--- src/rtl/rf_wr_arbiter.sv ---
// Register-file write-port arbiter: merges pipeline writebacks with a multi-cycle
// source (load return / CSR), buffering one losing pipeline write and stalling.
module rf_wr_arbiter #(
  parameter int unsigned MS_MAX_WAIT = 4
) (
  input  logic        clk_in,
  input  logic        rst_in,
  input  logic        pipe_wr_en_in,
  input  logic [4:0]  pipe_rd_addr_in,
  input  logic [31:0] pipe_wr_data_in,
  input  logic        ms_req_in,
  input  logic [4:0]  ms_rd_addr_in,
  input  logic [31:0] ms_data_in,
  output logic        ms_ack_out,
  output logic        stall_out,
  output logic        rf_wr_en_out,
  output logic [4:0]  rf_rd_addr_out,
  output logic [31:0] rf_wr_data_out
);

  typedef enum logic {PASS, HOLD} state_e;

  localparam logic [3:0] MaxWait = 4'(MS_MAX_WAIT);

  state_e      state_q, state_d;
  logic [4:0]  bufAddr_q, bufAddr_d;
  logic [31:0] bufData_q, bufData_d;
  logic [3:0]  waitCnt_q, waitCnt_d;
  logic        stall_q;
  logic        rfWrEn_q, rfWrEn_d;
  logic [4:0]  rfAddr_q, rfAddr_d;
  logic [31:0] rfData_q, rfData_d;

  logic        pipeCand;
  logic [4:0]  pipeAddr;
  logic [31:0] pipeData;
  logic        msWin;
  logic        pipeWin;

  // In HOLD the buffered entry is the only pipe candidate; live pipe inputs are ignored.
  always_comb begin
    pipeCand = (state_q == HOLD) || pipe_wr_en_in;
    pipeAddr = (state_q == HOLD) ? bufAddr_q : pipe_rd_addr_in;
    pipeData = (state_q == HOLD) ? bufData_q : pipe_wr_data_in;
    msWin    = ms_req_in && (!pipeCand || (waitCnt_q == MaxWait));
    pipeWin  = pipeCand && !msWin;
  end

  assign ms_ack_out = msWin && !rst_in;

  always_comb begin
    state_d   = state_q;
    bufAddr_d = bufAddr_q;
    bufData_d = bufData_q;
    waitCnt_d = waitCnt_q;
    rfWrEn_d  = 1'b0;
    rfAddr_d  = rfAddr_q;
    rfData_d  = rfData_q;

    if (msWin || !ms_req_in) begin
      waitCnt_d = 4'd0;
    end else if (waitCnt_q != MaxWait) begin
      waitCnt_d = waitCnt_q + 4'd1;
    end

    // x0 writes are still granted so the sources progress, but never enabled.
    if (msWin) begin
      rfWrEn_d = (ms_rd_addr_in != 5'd0);
      rfAddr_d = ms_rd_addr_in;
      rfData_d = ms_data_in;
    end else if (pipeWin) begin
      rfWrEn_d = (pipeAddr != 5'd0);
      rfAddr_d = pipeAddr;
      rfData_d = pipeData;
    end

    case (state_q)
      PASS: begin
        if (pipe_wr_en_in && msWin) begin
          state_d   = HOLD;
          bufAddr_d = pipe_rd_addr_in;
          bufData_d = pipe_wr_data_in;
        end
      end
      HOLD: begin
        if (pipeWin) begin
          state_d = PASS;
        end
      end
      default: state_d = PASS;
    endcase
  end

  always_ff @(posedge clk_in or posedge rst_in) begin
    if (rst_in) begin
      state_q   <= PASS;
      bufAddr_q <= 5'd0;
      bufData_q <= 32'd0;
      waitCnt_q <= 4'd0;
      stall_q   <= 1'b0;
      rfWrEn_q  <= 1'b0;
      rfAddr_q  <= 5'd0;
      rfData_q  <= 32'd0;
    end else begin
      state_q   <= state_d;
      bufAddr_q <= bufAddr_d;
      bufData_q <= bufData_d;
      waitCnt_q <= waitCnt_d;
      stall_q   <= (state_d == HOLD);
      rfWrEn_q  <= rfWrEn_d;
      rfAddr_q  <= rfAddr_d;
      rfData_q  <= rfData_d;
    end
  end

  assign stall_out      = stall_q;
  assign rf_wr_en_out   = rfWrEn_q;
  assign rf_rd_addr_out = rfAddr_q;
  assign rf_wr_data_out = rfData_q;

endmodule

--- config.mk ---
export PLATFORM = sky130hd
export DESIGN_NAME = rf_wr_arbiter
export DESIGN_NICKNAME = d
export VERILOG_FILES = /design/src/rtl/rf_wr_arbiter.sv
export SDC_FILE = /design/constraint.sdc
export NUM_CORES = 1
export LEC_CHECK = 0
export ABC_AREA = 1
export BUFFER_PORTS_ARGS = -buffer_cell sky130_fd_sc_hd__buf_4
export CORE_AREA = 2 2 95 97
export CTS_CLUSTER_DIAMETER = 150
export DETAILED_ROUTE_END_ITERATION = 6
export DIE_AREA = 0 0 97 99
export PLACE_DENSITY = 0.85
export SLEW_MARGIN = 20
export SYNTH_ARGS = -nofsm -noshare
export SYNTH_HDL_FRONTEND = slang
export SYNTH_SLANG_ARGS = --single-unit
--- constraint.sdc ---
create_clock -name clk_in -period 2.2 [get_ports clk_in]
set_input_delay 0.33 -clock clk_in [delete_from_list [all_inputs] [get_ports clk_in]]
set_output_delay 0.33 -clock clk_in [all_outputs]
set_load 0.01 [all_outputs]
==> results_dict.tcl, run 1 <==
set metrics [dict create \
    slowest_stage "dfrtp_1" \
    finalCriticalPeriod_ns 2.00 \
    drive_gt1_share_pct 25.0 \
    async_flop_share_pct 100 \
    yosysSeqAreaShare_pct 52.3 \
    status "complete, no violations" \
    grt_pass1_vias 3608 \
    cts_inserted_buffers 9 \
    ys_seq_elements 80 \
    cts.clk_slew.worst_paths_ns 0.09 \
    rows 34 \
    cp_max_fo 8 \
    min_path_type "input port to asynchronous set/reset pin" \
    clock-sinks 80 \
    regArea_um2 2000 \
    clock_latency_ns 0.34 \
    clockRootBuffer "clkbuf_8" \
    drv_cap 0 \
    synthTopCellsByArea "dfrtp_1 (52%), nand2_1 (16%), nand3_1 (10%), o21ai_0 (5.0%), o21ai_1 (4.3%)" \
    cpPeakStageDelay_ns 0.42 \
    slew_headroom_pct 38.0 \
    synthAdderAreaFrac_pct 0.654 \
    n_antenna_cell 0 \
    synth_fp_nets 567 \
    vias 3538 \
    fillers 783 \
    rsz0062_at_grt "no" \
    cts_tree "done" \
    cts_max_level 3 \
    syn-instance-count 487 \
    endpoint_kind "output pin" \
    synthSimpleGateAreaFrac_pct 27.9 \
    p_per_area_nw_per_um2 755 \
    avgSynthCellArea_um2 7.86 \
    worstMarginPinSlew_ns 0.927 \
    fmax_ghz 0.501 \
    dp_hpwl_mm 6.81 \
    die_area_um2 9600 \
    post-cts-setup-buffers 0 \
    grt_usage_pct 21.3 \
    cp.required_ns 1.87 \
    drt_iter0_drc 211 \
    mostFrequentLayoutCell "nand2_1" \
    synthMuxAreaShare_pct 0 \
    finalSetupViolCount 0 \
    period_share_pct 90.8 \
    fin_worst_skew_ns 0.0128 \
    grt_pass1_wl_mm 16.8 \
    dieHeight_um 99 \
    synth_xor_area_share_pct 0.458 \
    hold_viol 0 \
    criticalPathCategory "flop to output pin" \
    ys.flop_type "dfrtp_1" \
    ys_types 22 \
    drt-total-wl_mm 9.65 \
    postRouteAntennaNets 0 \
    synth-edff-count 0 \
    fp.coreArea_um2 8550 \
    synth_compound_area_share_pct 9.80 \
    post_drt_wl_per_cell_um 13.7 \
    critPathLaunchType "flop" \
    ctsResizeCount 0 \
    layout_common_cells "nand2_1 (160), buf_4 (125), dfrtp_1 (80)" \
    synth.largest_area_cell "dfrtp_1" \
    crit_arrival_ns 1.67 \
    die_width_um 97 \
    nNetsFinal 674 \
    place_ws_ns 0.285 \
    first_pass_iters 5 \
    overflow 0 \
    whs_ns 0.0401 \
    p_leak_uw 0.00259 \
    grt_start_max_net_pins 55 \
    via_per_inst 5.00 \
    synth_top_family_by_area "simple AND/OR/NAND/NOR gates" \
    ctsHoldBuffers 0 \
    io_pins 118 \
    synth_area_um2 3830 \
    report.final.slew_viol_count 0 \
    multi_input_area_um2 1490 \
    worst_ir_drop_vdd_uv 404 \
    yosysWarnings 0 \
    portBuffers 117 \
    setup_slack_ns 0.203 \
    netlist.area_leader.share_pct 52.3 \
    antenna_found_initial 0 \
    finalSetupTns_ns 0 \
    start_util_pct 44.8 \
    path_cells "inv_1, ha_1, nand3_1, nand2_2, nand2_1, nor2_1, buf_4" \
    place_congestion 0.828 \
    clock_path_buffers 2 \
    drc 0 \
    syn2layout_area_growth_pct 30.8 \
]
worst max-delay path, delay by kind of cell, from the launching register on:
family	cells	cell delay [ns]
adders and majority gates	1	0.14
buffers and inverters	2	0.20
DFF	1	0.42
and+or+nand+nor	4	0.57
layout make-up:
cell class / count / share of cell area [%]
timing repair buffer: 127 / 19.5
clock buffer: 10 / 2.75
sequential: 80 / 40.0
tap: 108 / 2.70
clock inverter: 6 / 1.80
multi-input combinational: 331 / 29.8
inverter: 45 / 3.45
worst paths after layout:
| check | startpoint | end | slack (ns) | cells past startpoint |
|---|---|---|---|---|
| min | rst_in | rf_wr_data_out[3]$_DFFE_PP0P_ | 0.04 | 3 |
| max reg2reg | waitCnt_q[0]$_DFFE_PP0P_ | bufData_q[30]$_DFFE_PP0P_ | 0.28 | 9 |
| max | waitCnt_q[0]$_DFFE_PP0P_ | ms_ack_out | 0.20 | 7 |
| min reg2reg | bufAddr_q[1]$_DFFE_PP0P_ | bufAddr_q[1]$_DFFE_PP0P_ | 0.49 | 2 |
| max in group asynchronous | rst_in | bufAddr_q[4]$_DFFE_PP0P_ | 1.73 | 3 |
| min in group clk_in | ms_data_in[3] | rf_wr_data_out[3]$_DFFE_PP0P_ | 0.23 | 3 |
layer usage:
metal,GRT usage [%],routed length (um)
met1,29.3,4320
met2,33.4,4580
met3,5.89,627
met4,5.96,123
met5,0,0
metrics by stage:
stage               cells  power [uW]  utilization, %  cell area (um^2)
floorplan             487        2230               -              3830
global placement      691        2560            55.9              4780
detailed placement    691        2600            55.9              4780
CTS                   707        3810            58.6              5010
global route          707        4000            58.6              5010
finish                707        3780            58.6              5010
registers in the layout, indices dropped and copies added (netlist names):
| signal | flops |
|---|---|
| bufAddr_q | 5 |
| rf_wr_en_out | 1 |
| bufData_q | 32 |
| rf_rd_addr_out | 5 |
| stall_out | 1 |
| waitCnt_q | 4 |
| rf_wr_data_out | 32 |
synth_stat cells (3+ instances only):
library cell  count
clkbuf_1          7
nand3_1          79
buf_1             3
inv_1            43
nand2_1         160
dfrtp_1          80
buf_2            13
o21ai_0          38
o21ai_1          33
buf_4             6
nor2_1           10
power breakdown:
group | switching [uW] | internal, uW
combinational | 391 | 353
clock | 544 | 675
sequential | 125 | 1690
total | 1060 | 2720
cells by family (layout without fill, tap and decap cells):
logic type                 Yosys count  after routing
xor gates and xnor gates             2              2
AOI/OAI and AO/OA                   74             74
DFF                                 80             80
adders and majority gates            2              2
buffers and inverters               76            188
and+or+nand+nor                    253            253
Note: power is estimated with default switching activity, not from simulation.
==> inputs of run 2 (changes only) <==
--- a/config.mk
+++ b/config.mk
@@ -7,10 +7,11 @@
 export LEC_CHECK = 0
 export ABC_AREA = 1
-export BUFFER_PORTS_ARGS = -buffer_cell sky130_fd_sc_hd__buf_4
-export CORE_AREA = 2 2 95 97
+export BUFFER_PORTS_ARGS = -buffer_cell sky130_fd_sc_hd__buf_2
+export CORE_AREA = 2 2 93 95
+export CTS_BUF_LIST = sky130_fd_sc_hd__clkbuf_8
 export CTS_CLUSTER_DIAMETER = 150
 export DETAILED_ROUTE_END_ITERATION = 6
-export DIE_AREA = 0 0 97 99
-export PLACE_DENSITY = 0.85
+export DIE_AREA = 0 0 95 97
+export PLACE_DENSITY = 0.88
 export SLEW_MARGIN = 20
 export SYNTH_ARGS = -nofsm -noshare
==> constraint.sdc (replaced) <==
create_clock -name clk_in -period 2.2 [get_ports clk_in]
set_input_delay 0.33 -clock clk_in [delete_from_list [all_inputs] [get_ports clk_in]]
set_output_delay 0.33 -clock clk_in [all_outputs]
set_load 0.05 [all_outputs]
==> run 2 against run 1 <==
Clock power grew 9%. Die area shrank 4.0%. Clock skew shrank 0.0026 ns. Global-route usage grew 0.68 points. Utilization shrank 0.12 points. First-iteration DRC count shrank 3.8%. Total power grew 8.1%. Critical path type unchanged. Via count grew 2.0%. Highest routed layer unchanged.
==> results_dict.tcl, run 2 (synthesized netlist as in run 1, its figures left out) <==
set metrics [dict create \
    status "complete, no violations" \
    fmax_ghz 0.494 \
    syn2layout_area_growth_pct 24.2 \
    rows 33 \
    mostFrequentLayoutCell "nand2_1" \
    portBuffers 117 \
    report.final.slew_viol_count 0 \
    grt_pass1_wl_mm 16.4 \
    first_pass_iters 5 \
    place_congestion 0.764 \
    min_path_type "input port to asynchronous set/reset pin" \
    total_power_uw 4090 \
    ctsResizeCount 0 \
    whs_ns 0.0520 \
    endpoint_kind "output pin" \
    fin_worst_skew_ns 0.0101 \
    drv_cap 0 \
    drive_gt1_share_pct 25.5 \
    finalSetupViolCount 0 \
    die_area_um2 9220 \
    grt_start_max_net_pins 43 \
    nNetsFinal 676 \
    slew_headroom_pct 60.6 \
    io_pins 118 \
    ctsHoldBuffers 0 \
    die_width_um 95 \
    layout_common_cells "nand2_1 (160), buf_2 (117), dfrtp_1 (80)" \
    critPathLaunchType "flop" \
    cts_inserted_buffers 9 \
    clock-sinks 80 \
    grt_usage_pct 22.0 \
    p_per_area_nw_per_um2 860 \
    clockRootBuffer "clkbuf_8" \
    clock_latency_ns 0.34 \
    cts_tree "done" \
    clock_path_buffers 2 \
    postRouteAntennaNets 0 \
    post_drt_wl_per_cell_um 13.5 \
    crit_arrival_ns 1.69 \
    cp.required_ns 1.87 \
    drc 0 \
    layoutNonFillerInstCount 706 \
    post-cts-setup-buffers 0 \
    drt-total-wl_mm 9.56 \
    hold_viol 0 \
    n_antenna_cell 0 \
    cp_max_fo 4 \
    period_share_pct 92.0 \
    cts.clk_slew.worst_paths_ns 0.09 \
    fp.coreArea_um2 8130 \
    rsz0062_at_grt "no" \
    antenna_found_initial 0 \
    worst_ir_drop_vdd_uv 379 \
    criticalPathCategory "flop to output pin" \
    finalCriticalPeriod_ns 2.02 \
    cts_max_level 3 \
    drt_iter0_drc 203 \
    start_util_pct 47.1 \
    vias 3608 \
    grt_pass1_vias 3599 \
    dp_hpwl_mm 6.88 \
    via_per_inst 5.11 \
    placed_cells 690 \
    overflow 0 \
    dieHeight_um 97 \
    p_leak_uw 0.00252 \
    worstMarginPinSlew_ns 0.590 \
    finalSetupTns_ns 0 \
]
run 2: changes by cell type in the layout (fill, tap and decap cells not counted), sizes merged:
cell    change
clkinv      -1
bufinv      +1
buf         +2
run 2: stage by stage:
step                      util, %  worst slack (ns)  instance area [um^2]
after floorplan                 -             0.223                  3830
after global placement       55.3             0.550                  4500
after detailed placement     55.3             0.431                  4500
after CTS                    58.5             0.131                  4750
after global routing         58.5            0.0112                  4750
final                        58.5             0.176                  4750
run 2: final cells by class:
cell class	count	area, um^2
Clock buffer	10	138
Clock inverter	6	115
Multi-Input combinational cell	331	1500
Fill cell	714	3380
Sequential cell	80	2000
Inverter	45	173
Timing Repair Buffer	129	701
Tap cell	105	131
run 2: worst max-delay path: stages, from the launching register on:
cell,delay (ns)
dfrtp_1,0.41
inv_1,0.07
ha_1,0.14
nand3_1,0.12
nand2_2,0.13
nand2_1,0.12
nor2_2,0.09
buf_2,0.26
run 2: report_power, final:
group | switching, uW | internal [uW] | leakage (uW)
Sequential | 126 | 1690 | 0.00100
Clock | 541 | 791 | 0.000123
Combinational | 663 | 274 | 0.00140
Total | 1330 | 2760 | 0.00252
run 2: metal layers:
metal,vias to the layer above,track usage (%),share of wire (%)
met3,13,5.37,8.2
met5,-,0,0
met2,147,36.7,48
met4,0,6.13,1.3
li1,1770,-,-
met1,1678,28.3,42
run 2: worst paths after layout:
check / start / end / slack (ns) / cells after the start
max: waitCnt_q[0]$_DFFE_PP0P_ / ms_ack_out / 0.18 / 7
max reg2reg: stall_out$_DFF_PP0_ / bufData_q[25]$_DFFE_PP0P_ / 0.42 / 8
min in group clk_in: ms_data_in[15] / rf_wr_data_out[15]$_DFFE_PP0P_ / 0.23 / 3
min reg2reg: waitCnt_q[0]$_DFFE_PP0P_ / waitCnt_q[0]$_DFFE_PP0P_ / 0.49 / 1
max in group asynchronous: rst_in / waitCnt_q[1]$_DFFE_PP0P_ / 1.54 / 3
min: rst_in / rf_wr_data_out[9]$_DFFE_PP0P_ / 0.05 / 2
==> inputs of run 3 (changes only) <==
- CORE_AREA: 2 2 93 95 -> 2 2 108 110
- DIE_AREA: 0 0 95 97 -> 0 0 110 112
- HOLD_SLACK_MARGIN: unset -> 0.02
- PLACE_DENSITY: 0.88 -> 0.68
- clock period: 2.2 -> 2 ns (I/O delays scaled with it)
==> run 3 against run 2 <==
Worst setup slack got worse by 0.045 ns. Critical path depth stayed put. Final cell count up 5.9%. Clock power fell by 9%. First-iteration DRC count down 14%. Routed wire length increased by 2.2%. Via count is 2.3% lower. Design area is 0.37% higher. Utilization is 16 points lower. Worst hold slack better by 0.052 ns. Critical path type unchanged. Highest routed layer unchanged.
==> results_dict.tcl, run 3 (synthesized netlist as in run 1, its figures left out) <==
set metrics [dict create \
    min_path_type "input port to asynchronous set/reset pin" \
    criticalPathCategory "flop to output pin" \
    clock_path_buffers 2 \
    period_share_pct 93.4 \
    finalSetupViolCount 0 \
    antenna_found_initial 0 \
    cts_inserted_buffers 9 \
    clock-sinks 80 \
    grt_usage_pct 16.7 \
    fin_worst_skew_ns 0.00895 \
    cpPeakStageDelay_ns 0.41 \
    critPathLaunchType "flop" \
    nNetsFinal 680 \
    first_pass_iters 4 \
    grt_pass1_vias 3637 \
    crit_buf_inv 2 \
    syn2layout_area_growth_pct 24.6 \
    overflow 0 \
    portBuffers 117 \
    drt_iter0_drc 174 \
    start_util_pct 34.3 \
    p_leak_uw 0.00252 \
    report.final.slew_viol_count 0 \
    cp_top_family "simple AND/OR/NAND/NOR gates" \
    drc 0 \
    path_cells "inv_1, ha_1, nand3_1, nand2_2, nand2_1, nor2_2, buf_6" \
    worstMarginPinSlew_ns 0.436 \
    top_usage_layer "met2" \
    finalSetupTns_ns 0 \
    use_met2_pct 27.6 \
    postLayoutCoreUtil_pct 42.7 \
    cp_max_fo 4 \
    die_area_um2 12300 \
    rsz0062_at_grt "no" \
    rows 39 \
    drt-total-wl_mm 9.77 \
    crit_arrival_ns 1.57 \
    worst_ir_drop_vdd_uv 387 \
    total_power_uw 4230 \
    status "complete, no violations" \
    drv_cap 0 \
    n_antenna_cell 0 \
    final_area_um2 4770 \
    slew_headroom_pct 70.9 \
    vias 3525 \
    cts.clk_slew.worst_paths_ns 0.09 \
    r2r_setup_slack_ns 0.39 \
    place_congestion 0.769 \
    cts_max_level 3 \
    postRouteAntennaNets 0 \
    use_met3_pct 3.40 \
    die_width_um 110 \
    clockRootBuffer "clkbuf_8" \
    endpoint_kind "output pin" \
    hold_viol 0 \
    fp.coreArea_um2 11200 \
    dpl_cell_area_um2 4560 \
    dieHeight_um 112 \
    via_per_inst 4.71 \
    drive_gt1_share_pct 25.6 \
    layout_common_cells "nand2_1 (160), buf_2 (116), dfrtp_1 (80)" \
    clock_latency_ns 0.35 \
    finalCriticalPeriod_ns 1.87 \
    p_per_area_nw_per_um2 887 \
    cts_tree "done" \
    mostFrequentLayoutCell "nand2_1" \
    grt_pass1_wl_mm 16.4 \
    fmax_ghz 0.535 \
    post_drt_wl_per_cell_um 13.1 \
    cp.required_ns 1.70 \
    dp_hpwl_mm 6.83 \
    slowest_stage "dfrtp_1" \
    whs_ns 0.104 \
    use_met1_pct 21.8 \
    io_pins 118 \
    grt_start_max_net_pins 81 \
]
[run 3: worst paths after layout]
check / start / endpoint / cells past startpoint
setup / recovery: waitCnt_q[0]$_DFFE_PP0P_ / ms_ack_out / 7
hold / removal: rst_in / bufData_q[0]$_DFFE_PP0P_ / 3
setup reg to reg: stall_out$_DFF_PP0_ / bufData_q[21]$_DFFE_PP0P_ / 8
hold reg to reg: rf_rd_addr_out[0]$_DFFE_PP0P_ / rf_rd_addr_out[0]$_DFFE_PP0P_ / 2
max in group asynchronous: rst_in / bufData_q[15]$_DFFE_PP0P_ / 3
min in group clk_in: pipe_wr_data_in[23] / bufData_q[23]$_DFFE_PP0P_ / 3
[run 3: routing by layer]
layer	share of wire (%)	up-vias
li1	-	1778
met1	45	1641
met2	48	100
met3	5.5	6
met4	0.95	0
met5	0	-
[run 3: final cells by class]
cell class              instances  area, um^2
well taps                     143         179
clock buffers                  10         138
clock inverters                 6        61.3
multi-input cells             331        1500
fillers                      1134        6400
repair buffers                133         724
flip-flops and latches         80        2000
inverters                      45         173
[run 3: timing repair]
item / CTS / global route
hold buffers: 0 / 0
setup buffers: 0 / 1
setup endpoints to repair: 0 / 1
resized for setup: 0 / 3
[run 3: through the flow]
stage                     instances  worst slack, ns
after floorplan                 487           0.0534
after global placement          731            0.422
after detailed placement        731            0.399
after CTS                       747           0.0123
after global routing            748          0.00297
final                           748            0.131
[run 3: worst reg2reg max path, cell delays in order (launching register included)]
cell and delay (ns):
dfrtp_1 0.41, buf_4 0.25, inv_2 0.08, nand2_1 0.11, inv_1 0.08, nand3_2 0.08, buf_4 0.33, nand2_1 0.12
o21ai_1 0.10
[run 3: report_power, final]
| group | leakage [uW] | internal [uW] | total, uW | switching, uW |
|---|---|---|---|---|
| Combinational | 0.00141 | 306 | 1030 | 728 |
| Sequential | 0.00100 | 1860 | 1990 | 127 |
| Clock | 0.000101 | 605 | 1210 | 603 |
| Total | 0.00252 | 2770 | 4230 | 1460 |
